## config.mk

```make
export PLATFORM = sky130hd
export DESIGN_NAME = pmod_ad1_ctrl
export DESIGN_NICKNAME = d
export VERILOG_FILES = /design/src/rtl/ad1_pkg.sv /design/src/rtl/ad1_sclk_gen.sv /design/src/rtl/pmod_ad1_ctrl.sv
export SDC_FILE = /design/constraint.sdc
export NUM_CORES = 1
export LEC_CHECK = 0
export CAP_MARGIN = 15
export CORE_MARGIN = 1.5
export CORE_UTILIZATION = 47
export DETAILED_ROUTE_END_ITERATION = 6
export PLACE_DENSITY = 0.72
export RECOVER_POWER = 25
export SYNTH_ARGS = -nofsm -noshare
export SYNTH_HDL_FRONTEND = slang
export SYNTH_SLANG_ARGS = --single-unit
```

## constraint.sdc

```tcl
create_clock -name clk -period 1.91 [get_ports clk]
set_input_delay 0.382 -clock clk [delete_from_list [all_inputs] [get_ports clk]]
set_output_delay 0.382 -clock clk [all_outputs]
set_load 0.01 [all_outputs]
```

## src/rtl/ad1_pkg.sv

```systemverilog
// Shared types and frame geometry for the dual-channel PmodAD1 (AD7476A) controller.
package ad1_pkg;

   localparam int SAMPLE_W   = 12;
   localparam int FRAME_BITS = 16;
   localparam int LEAD_BITS  = 4;
   localparam int BIT_CNT_W  = 4;
   localparam int QUIET_W    = 8;

   typedef enum logic [1:0] {
      ST_IDLE  = 2'd0,
      ST_CONV  = 2'd1,
      ST_QUIET = 2'd2
   } state_t;

   // The converter always sends leading zeros; anything else means a corrupted frame.
   function automatic logic lead_err(input logic [FRAME_BITS-1:0] frame1,
                                     input logic [FRAME_BITS-1:0] frame2);
      return (|frame1[FRAME_BITS-1 -: LEAD_BITS]) | (|frame2[FRAME_BITS-1 -: LEAD_BITS]);
   endfunction

endpackage

```

## src/rtl/ad1_sclk_gen.sv

```systemverilog
// SCLK divider: registered serial clock that idles high, plus strobes flagging the
// CLK edge on which SCLK is about to rise or fall.
module ad1_sclk_gen #(
   parameter int CLK_DIV = 4
) (
   input  logic clk,
   input  logic rst_n,
   input  logic enable,
   input  logic clear,
   output logic sclk,
   output logic rise,
   output logic fall
);

   localparam int DIV_W = (CLK_DIV > 1) ? $clog2(CLK_DIV) : 1;
   localparam logic [DIV_W-1:0] DIV_LAST = DIV_W'(CLK_DIV - 1);

   logic [DIV_W-1:0] div_cnt;
   logic             wrap;

   assign wrap = enable && !clear && (div_cnt == DIV_LAST);
   assign rise = wrap && !sclk;
   assign fall = wrap && sclk;

   always_ff @(posedge clk or negedge rst_n) begin
      if (!rst_n) begin
         div_cnt <= '0;
         sclk    <= 1'b1;
      end else if (clear || !enable) begin
         div_cnt <= '0;
         sclk    <= 1'b1;
      end else if (wrap) begin
         div_cnt <= '0;
         sclk    <= ~sclk;
      end else begin
         div_cnt <= div_cnt + 1'b1;
      end
   end

endmodule

```

## src/rtl/pmod_ad1_ctrl.sv

```systemverilog
// Frame controller for two AD7476A converters sharing CS and SCLK: runs 16-bit frames,
// captures the 12-bit samples and flags frames whose leading bits are not zero.
module pmod_ad1_ctrl
   import ad1_pkg::*;
#(
   parameter int CLK_DIV      = 4,
   parameter int QUIET_CYCLES = 8
) (
   input  logic                clk,
   input  logic                rst_n,
   input  logic                start,
   input  logic                continuous,
   input  logic                sdata1,
   input  logic                sdata2,
   output logic                sclk,
   output logic                cs,
   output logic [SAMPLE_W-1:0] data1,
   output logic [SAMPLE_W-1:0] data2,
   output logic                valid,
   output logic                frame_err,
   output logic                busy
);

   localparam logic [QUIET_W-1:0] QUIET_LAST = QUIET_W'(QUIET_CYCLES - 1);

   state_t                  state;
   logic                    entry;
   logic                    last_bit;
   logic [BIT_CNT_W-1:0]    bit_cnt;
   logic [QUIET_W-1:0]      quiet_cnt;
   logic [FRAME_BITS-1:0]   shift1;
   logic [FRAME_BITS-1:0]   shift2;
   logic [FRAME_BITS-1:0]   next1;
   logic [FRAME_BITS-1:0]   next2;
   logic                    sclk_rise;
   logic                    sclk_fall;
   logic                    quiet_done;
   logic                    launch;

   // The entry pulse holds the divider cleared for one cycle, so the first SCLK
   // fall lands 1+CLK_DIV cycles after the launching edge.
   ad1_sclk_gen #(
      .CLK_DIV (CLK_DIV)
   ) u_sclk_gen (
      .clk    (clk),
      .rst_n  (rst_n),
      .enable (state == ST_CONV),
      .clear  (entry),
      .sclk   (sclk),
      .rise   (sclk_rise),
      .fall   (sclk_fall)
   );

   assign next1      = {shift1[FRAME_BITS-2:0], sdata1};
   assign next2      = {shift2[FRAME_BITS-2:0], sdata2};
   assign quiet_done = (state == ST_QUIET) && (quiet_cnt == QUIET_LAST);
   assign launch     = ((state == ST_IDLE) || quiet_done) && (start || continuous);

   always_ff @(posedge clk or negedge rst_n) begin
      if (!rst_n) begin
         state     <= ST_IDLE;
         cs        <= 1'b1;
         busy      <= 1'b0;
         valid     <= 1'b0;
         frame_err <= 1'b0;
         data1     <= '0;
         data2     <= '0;
         entry     <= 1'b0;
         last_bit  <= 1'b0;
         bit_cnt   <= '0;
         quiet_cnt <= '0;
         shift1    <= '0;
         shift2    <= '0;
      end else begin
         valid <= 1'b0;
         entry <= 1'b0;
         if (launch) begin
            state    <= ST_CONV;
            cs       <= 1'b0;
            busy     <= 1'b1;
            entry    <= 1'b1;
            last_bit <= 1'b0;
            bit_cnt  <= '0;
            shift1   <= '0;
            shift2   <= '0;
         end else begin
            unique case (state)
               ST_CONV: begin
                  // Falls are counted; the rise after the 16th fall closes the frame.
                  if (sclk_fall) begin
                     bit_cnt <= bit_cnt + 1'b1;
                     if (bit_cnt == '1) last_bit <= 1'b1;
                  end
                  if (sclk_rise) begin
                     shift1 <= next1;
                     shift2 <= next2;
                     if (last_bit) begin
                        state     <= ST_QUIET;
                        cs        <= 1'b1;
                        quiet_cnt <= '0;
                        valid     <= 1'b1;
                        data1     <= next1[SAMPLE_W-1:0];
                        data2     <= next2[SAMPLE_W-1:0];
                        frame_err <= lead_err(next1, next2);
                     end
                  end
               end
               ST_QUIET: begin
                  if (quiet_done) begin
                     state <= ST_IDLE;
                     busy  <= 1'b0;
                  end else begin
                     quiet_cnt <= quiet_cnt + 1'b1;
                  end
               end
               default: begin
                  state <= ST_IDLE;
               end
            endcase
         end
      end
   end

endmodule

```

== After elaboration in Yosys (flattened, before gate mapping) ==
Cells that the tools add are included.
Operators by class
  bitwise gates (word level): 3
  magnitude comparators: 0
  multipliers: 0
  muxes and demuxes: 38
  equality and inequality tests: 11
  reductions and logical operators: 32
  add/subtract/negate cells: 3
  shifts and indexed selects: 0
  div/mod/pow operators: 0
Operators with widths (count)
  $mux W15: 6
  $mux W8: 3
  $mux W1: 18
  $reduce_bool A2 Y1: 9
  $pmux W8 S2: 1
  $mux W2: 6
  $mux W4: 3
  $ne A3 B3 Y1 const B: 3
  $reduce_and A3 Y1: 3
  $add A8 B1 Y8 const B: 1
  $eq A8 B3 Y1 const B: 1
  $reduce_or A4 Y1: 2
  $logic_and A1 B1 Y1: 6
  $ne A2 B2 Y1 const B: 3
  $reduce_and A2 Y1: 3
  $reduce_and A5 Y1: 1
  $add A4 B1 Y4 const B: 1
  $eq A2 B2 Y1 const B: 2
  $eq A4 B4 Y1 const B: 1
  $pmux W2 S2: 1
  $reduce_and A4 Y1: 1
  $logic_not A1 Y1: 3
  $logic_or A1 B1 Y1: 3
  $add A2 B1 Y2 const B: 1
  4 further kinds: 5
Word-level totals
  logic and storage cells: 102
  memories kept: 0
  RAM bits: 0
  bits of input ports: 6
  bits in latches: 0
  bits in read-only memories: 0
  bits in registers: 77

== Longest topological paths before layout ==
  depth after elaboration: 7
  mapped depth: 6
  gate-level depth less buffers: 5

== By module ==
A second synthesis with hierarchy kept.
Unflattened totals
  cells, all modules: 237
  area, all modules: 3176.8 um^2
Modules (own cells, without submodules)
  pmod_ad1_ctrl: cells each 226, sequential area each 1853.0 um^2, area each 3027.9 um^2, times used 1
  ad1_sclk_gen: cells each 11, sequential area each 76.3 um^2, area each 148.9 um^2, times used 1

== Worst setup path after synthesis ==
OpenSTA, ideal clock, no wires.
  path type: flip-flop to flip-flop
  from: register u_sclk_gen.div_cnt[0]
  to: register data2[3]
  buffers on the path: 1
  slack: 211 ps
  cell stages (with the launch flop): 6
  data required time: 1782 ps
  library setup time: 128 ps
  arrival time: 1572 ps
  clock period less this slack: 1699 ps
  path through: dfrtp_1 ha_1 nor2b_1 nand3_2 buf_2 mux2_1
Between the ends
  longest elaborated chain between the ends: 4
Ends and longest elaborated chain
  start, declared: line ad1_sclk_gen.sv:18  | logic [DIV_W-1:0] div_cnt;
  start signal, assigned: line ad1_sclk_gen.sv:36  | div_cnt <= div_cnt + 1'b1;
  $eq A2 B2 Y1: line ad1_sclk_gen.sv:21  | assign wrap = enable && !clear && (div_cnt == DIV_LAST);
  $logic_and A1 B1 Y1: line ad1_sclk_gen.sv:21
  $logic_and A1 B1 Y1: line ad1_sclk_gen.sv:22  | assign rise = wrap && !sclk;
  $reduce_and A4 Y1 (no source line)
  end signal, assigned: line pmod_ad1_ctrl.sv:103  | data2 <= next2[SAMPLE_W-1:0];
  end, declared: line pmod_ad1_ctrl.sv:18  | output logic [SAMPLE_W-1:0] data2,
No other way between the ends.
A chain may end at the register's enable or synchronous reset.

== Worst setup path in the final report ==
  from: register u_sclk_gen.sclk
  to: output port sclk
RTL lines
  start, declared: line ad1_sclk_gen.sv:10  | output logic sclk,
  start signal, assigned: line ad1_sclk_gen.sv:34  | sclk <= ~sclk;
  end, declared: line pmod_ad1_ctrl.sv:15  | output logic sclk,
No word-level cell between the ends.

==> flow_summary.ini <==
[clock_network]
clkSinkCount = 77
cts_root_buf = sky130_fd_sc_hd__clkbuf_8
total_of_cells_resized_after_clock_tree_synthesis = 0
cts_made_buffers = 9
worst_setup_hold_path_clk_slew_ps = 70
clk_path_buf_depth = 2
holdBufCountCts = 0
tritoncts = yes
clk-insertion-delay-late_ps = 340
cts-htree-levels = 3

[logic_synthesis]
ys_seq_elements = 77
yosysUniqueCellTypes = 40
yosys_warnings = 0
avgSynthCellArea_um2 = 11.4
top_post_synthesis_cells_by_area = sky130_fd_sc_hd__dfrtp_1 55%, sky130_fd_sc_hd__mux2_2 8.0%, sky130_fd_sc_hd__a22oi_1 7.5%, sky130_fd_sc_hd__o21ai_0 6.1%, sky130_fd_sc_hd__nand3_1 5.0%
postSynthCellCount = 296
yosys_top_cell_by_area = sky130_fd_sc_hd__dfrtp_1
synth.cell_area_um2 = 3380
yosysSeqAreaShare_pct = 57.0
yosys.area.top_type_share_pct = 55.5
synth.net_count = 305

[setup_path]
worstPathMaxFanout = 2
critical_path.cell_chain = clkdlybuf4s50_1
crit_arrival_ps = 1430
crit_path_top_delay_cell = sky130_fd_sc_hd__dfstp_2
reg2reg_slack_ps = 140
critPathTopFamily = flip-flops
worst_setup_path_end_kind = output pin
crit_required_ps = 1530
worst_r2r_endpoint = busy
cp.buffers_inverters = 1
criticalPathCategory = reg2out
crit_path_start_kind = flop
ff2ff_path_depth = 3
worst_r2r_startpoint = quiet_cnt[5]
worst_path_largest_cell_delay_ps = 560

[final_layout]
n_antenna_cell = 0
synthToLayoutAreaGrowth_pct = 20.0
drive_gt1_share_pct = 19.0
num-nets-final = 342
layout_commonest_cell = sky130_fd_sc_hd__dfrtp_1
final.fill_count = 572
layout.cells.most_common_list = 75 x sky130_fd_sc_hd__dfrtp_1, 41 x sky130_fd_sc_hd__o21ai_0, 34 x sky130_fd_sc_hd__a22oi_1, 34 x sky130_fd_sc_hd__nand3_1, 33 x sky130_fd_sc_hd__clkdlybuf4s50_1
post_layout_nonfiller_instances = 433

[sta]
maxSlewViolCount = 0
final.period_utilization_pct = 94.7
worst_margin_slew_ps = 958
timing.final.hold_violations = 0
timing.final.setup_violations = 0
final.hold.worst_slack_ps = 187
period_needed_ps = 1810
finalClockSkew_ps = 9.68
slew-limit-headroom_pct = 36.1
unrepaired_setup_endpoints_after_global_routing = no
max_clock_freq_mhz = 553
accumulated_negative_setup_slack_ps = 0

[power_and_ir_drop]
clkPwrFrac_pct = 21.6
internal_cell_power_mw = 3.19
fin_total_pwr_mw = 4.76
static-leakage-power_nw = 1.93
seqPwrFrac_pct = 47.7
p_per_area_nw_per_um2 = 1170
sw_frac_of_total_pct = 33.1
power.switching_mw = 1.58
comb_power_share_pct = 30.7
power.ir.vdd_worst_mv = 0.605

[drt]
detail_route.wl_per_cell_um = 15.9
detailedRoute.firstPassIterationCount = 4
ant_nets = 0
postRouteWirelength_mm = 6.87
routed_via_density = 5.75
detail_route.iter0.violations = 153
vias = 2489
drt_drc_violations_left = 0

[floorplan]
std_cell_rows = 30
die-width_um = 87.8
starting_utilization_of_the_core_area_pct = 49.3
die_area_um2 = 7720
io_pins = 35
die_y_um = 87.8
core-area_um2 = 6870

[global_routing]
use_met1_pct = 28.0
grt_pass1_vias = 2424
globalRouteMet2Util_pct = 29.3
grt_util_all_layers_pct = 19.7
grt_first_pass_wirelength_mm = 11.7
grt_start_max_net_pins = 41
globalRoute.totalOverflow = 0
grt_antenna_before_repair = 0
busiest_layer = met2
global_route.usage.met3_pct = 3.58

[run]
max_cap_violations = 0

[place]
post-dp-hpwl_mm = 4.21
finalWeightedCongestion = 0.814
placed_cells_incl_taps = 417
numPortBuffers = 34

[worst_hold_path]
hold_class = in2async

[status]
outcome = complete, no violations
-- layout make-up --
| type | instances | area (um^2) | area share (%) |
|---|---|---|---|
| inverter | 3 | 11.3 | 0.277 |
| multi-input combinational | 191 | 1340 | 33.0 |
| tap | 96 | 120 | 2.96 |
| clock inverter | 4 | 26.3 | 0.647 |
| timing repair buffer | 51 | 500 | 12.3 |
| clock buffer | 11 | 131 | 3.24 |
| sequential | 77 | 1930 | 47.5 |
-- power groups by stage --
stage	combinational [mW]	clock [mW]	sequential, mW
finish	1.46	1.03	2.27
global placement	1.38	0	2.31
global route	1.64	1.13	2.33
CTS	1.48	1.06	2.27
detailed placement	1.43	0	2.31
floorplan	0.854	0	2.30
-- cells in the mapped netlist --
| library cell | count |
|---|---|
| sky130_fd_sc_hd__dfrtp_1 | 75 |
| sky130_fd_sc_hd__and2_1 | 2 |
| sky130_fd_sc_hd__mux2_1 | 1 |
| sky130_fd_sc_hd__dfstp_2 | 2 |
| sky130_fd_sc_hd__buf_2 | 8 |
| sky130_fd_sc_hd__nor2_1 | 2 |
| sky130_fd_sc_hd__a2bb2oi_1 | 2 |
| sky130_fd_sc_hd__o21ai_1 | 1 |
| sky130_fd_sc_hd__nand3_1 | 34 |
| sky130_fd_sc_hd__nor3b_4 | 1 |
| sky130_fd_sc_hd__mux2i_1 | 4 |
| sky130_fd_sc_hd__nor4_1 | 2 |
| sky130_fd_sc_hd__nand2_1 | 6 |
| sky130_fd_sc_hd__or4_4 | 1 |
| sky130_fd_sc_hd__nor2b_1 | 1 |
| sky130_fd_sc_hd__or4_1 | 1 |
| sky130_fd_sc_hd__nand2b_1 | 3 |
| sky130_fd_sc_hd__o31ai_1 | 2 |
| sky130_fd_sc_hd__o21ai_0 | 41 |
| sky130_fd_sc_hd__a21oi_1 | 3 |
| sky130_fd_sc_hd__buf_6 | 1 |
| sky130_fd_sc_hd__clkbuf_1 | 16 |
| sky130_fd_sc_hd__and4b_1 | 1 |
| sky130_fd_sc_hd__nand3_2 | 1 |
| sky130_fd_sc_hd__nand3b_1 | 3 |
| sky130_fd_sc_hd__o211ai_1 | 1 |
| sky130_fd_sc_hd__or3b_2 | 1 |
| sky130_fd_sc_hd__a22oi_1 | 34 |
| sky130_fd_sc_hd__mux2_2 | 24 |
| sky130_fd_sc_hd__nand4_1 | 2 |
| sky130_fd_sc_hd__o211a_1 | 1 |
| sky130_fd_sc_hd__and2b_1 | 1 |
| sky130_fd_sc_hd__nand4b_1 | 1 |
| sky130_fd_sc_hd__ha_1 | 3 |
| sky130_fd_sc_hd__a22o_1 | 1 |
| sky130_fd_sc_hd__inv_1 | 3 |
| sky130_fd_sc_hd__or3_1 | 5 |
| sky130_fd_sc_hd__or3b_1 | 1 |
| sky130_fd_sc_hd__nor3_1 | 3 |
| sky130_fd_sc_hd__o311a_1 | 1 |
-- sequential cells by signal, summed over array words and instances, names as in the netlist --
register            count
state                   2
busy                    1
bit_cnt                 4
shift1                 15
entry                   1
valid                   1
data1                  12
u_sclk_gen.sclk         1
u_sclk_gen.div_cnt      2
last_bit                1
frame_err               1
data2                  12
quiet_cnt               8
shift2                 15
cs                      1
-- stage by stage --
stage	worst slack (ps)	area, um^2	util [%]
floorplan	211	3380	-
global placement	197	3900	56.7
detailed placement	154	3900	56.7
CTS	83.4	4060	59.1
global route	52.7	4060	59.1
finish	102	4060	59.1
-- what timing repair did --
item | CTS | global route
endpoints found under the hold margin | 0 | 0
setup endpoints to repair | 1 | 0
buffers inserted | 1 | 0
-- how the worst max path moves through the flow --
stage                           from  endpoint  depth (start not counted)
4_1_cts              u_sclk_gen.sclk      sclk                          1
3_3_place_gp            quiet_cnt[5]      busy                          3
3_5_place_dp            quiet_cnt[5]      busy                          3
6_report             u_sclk_gen.sclk      sclk                          1
5_1_grt              u_sclk_gen.sclk      sclk                          1
2_1_floorplan  u_sclk_gen.div_cnt[0]  data2[3]                          5
-- routing by layer --
metal,part of all wire (%),wire length [um],vias up
met5,0,0,-
met4,1.5,104,0
li1,-,-,1176
met3,3.1,210,9
met2,48,3260,45
met1,48,3290,1259
-- cell families after synthesis --
logic type                 synth area share (%)
and+or+nand+nor                            12.5
AOI/OAI and AO/OA                          16.2
DFF                                        57.0
muxes                                      9.50
adders and majority gates                  1.11
buffers and inverters                      3.62
Note: power is estimated with default switching activity, not from simulation.
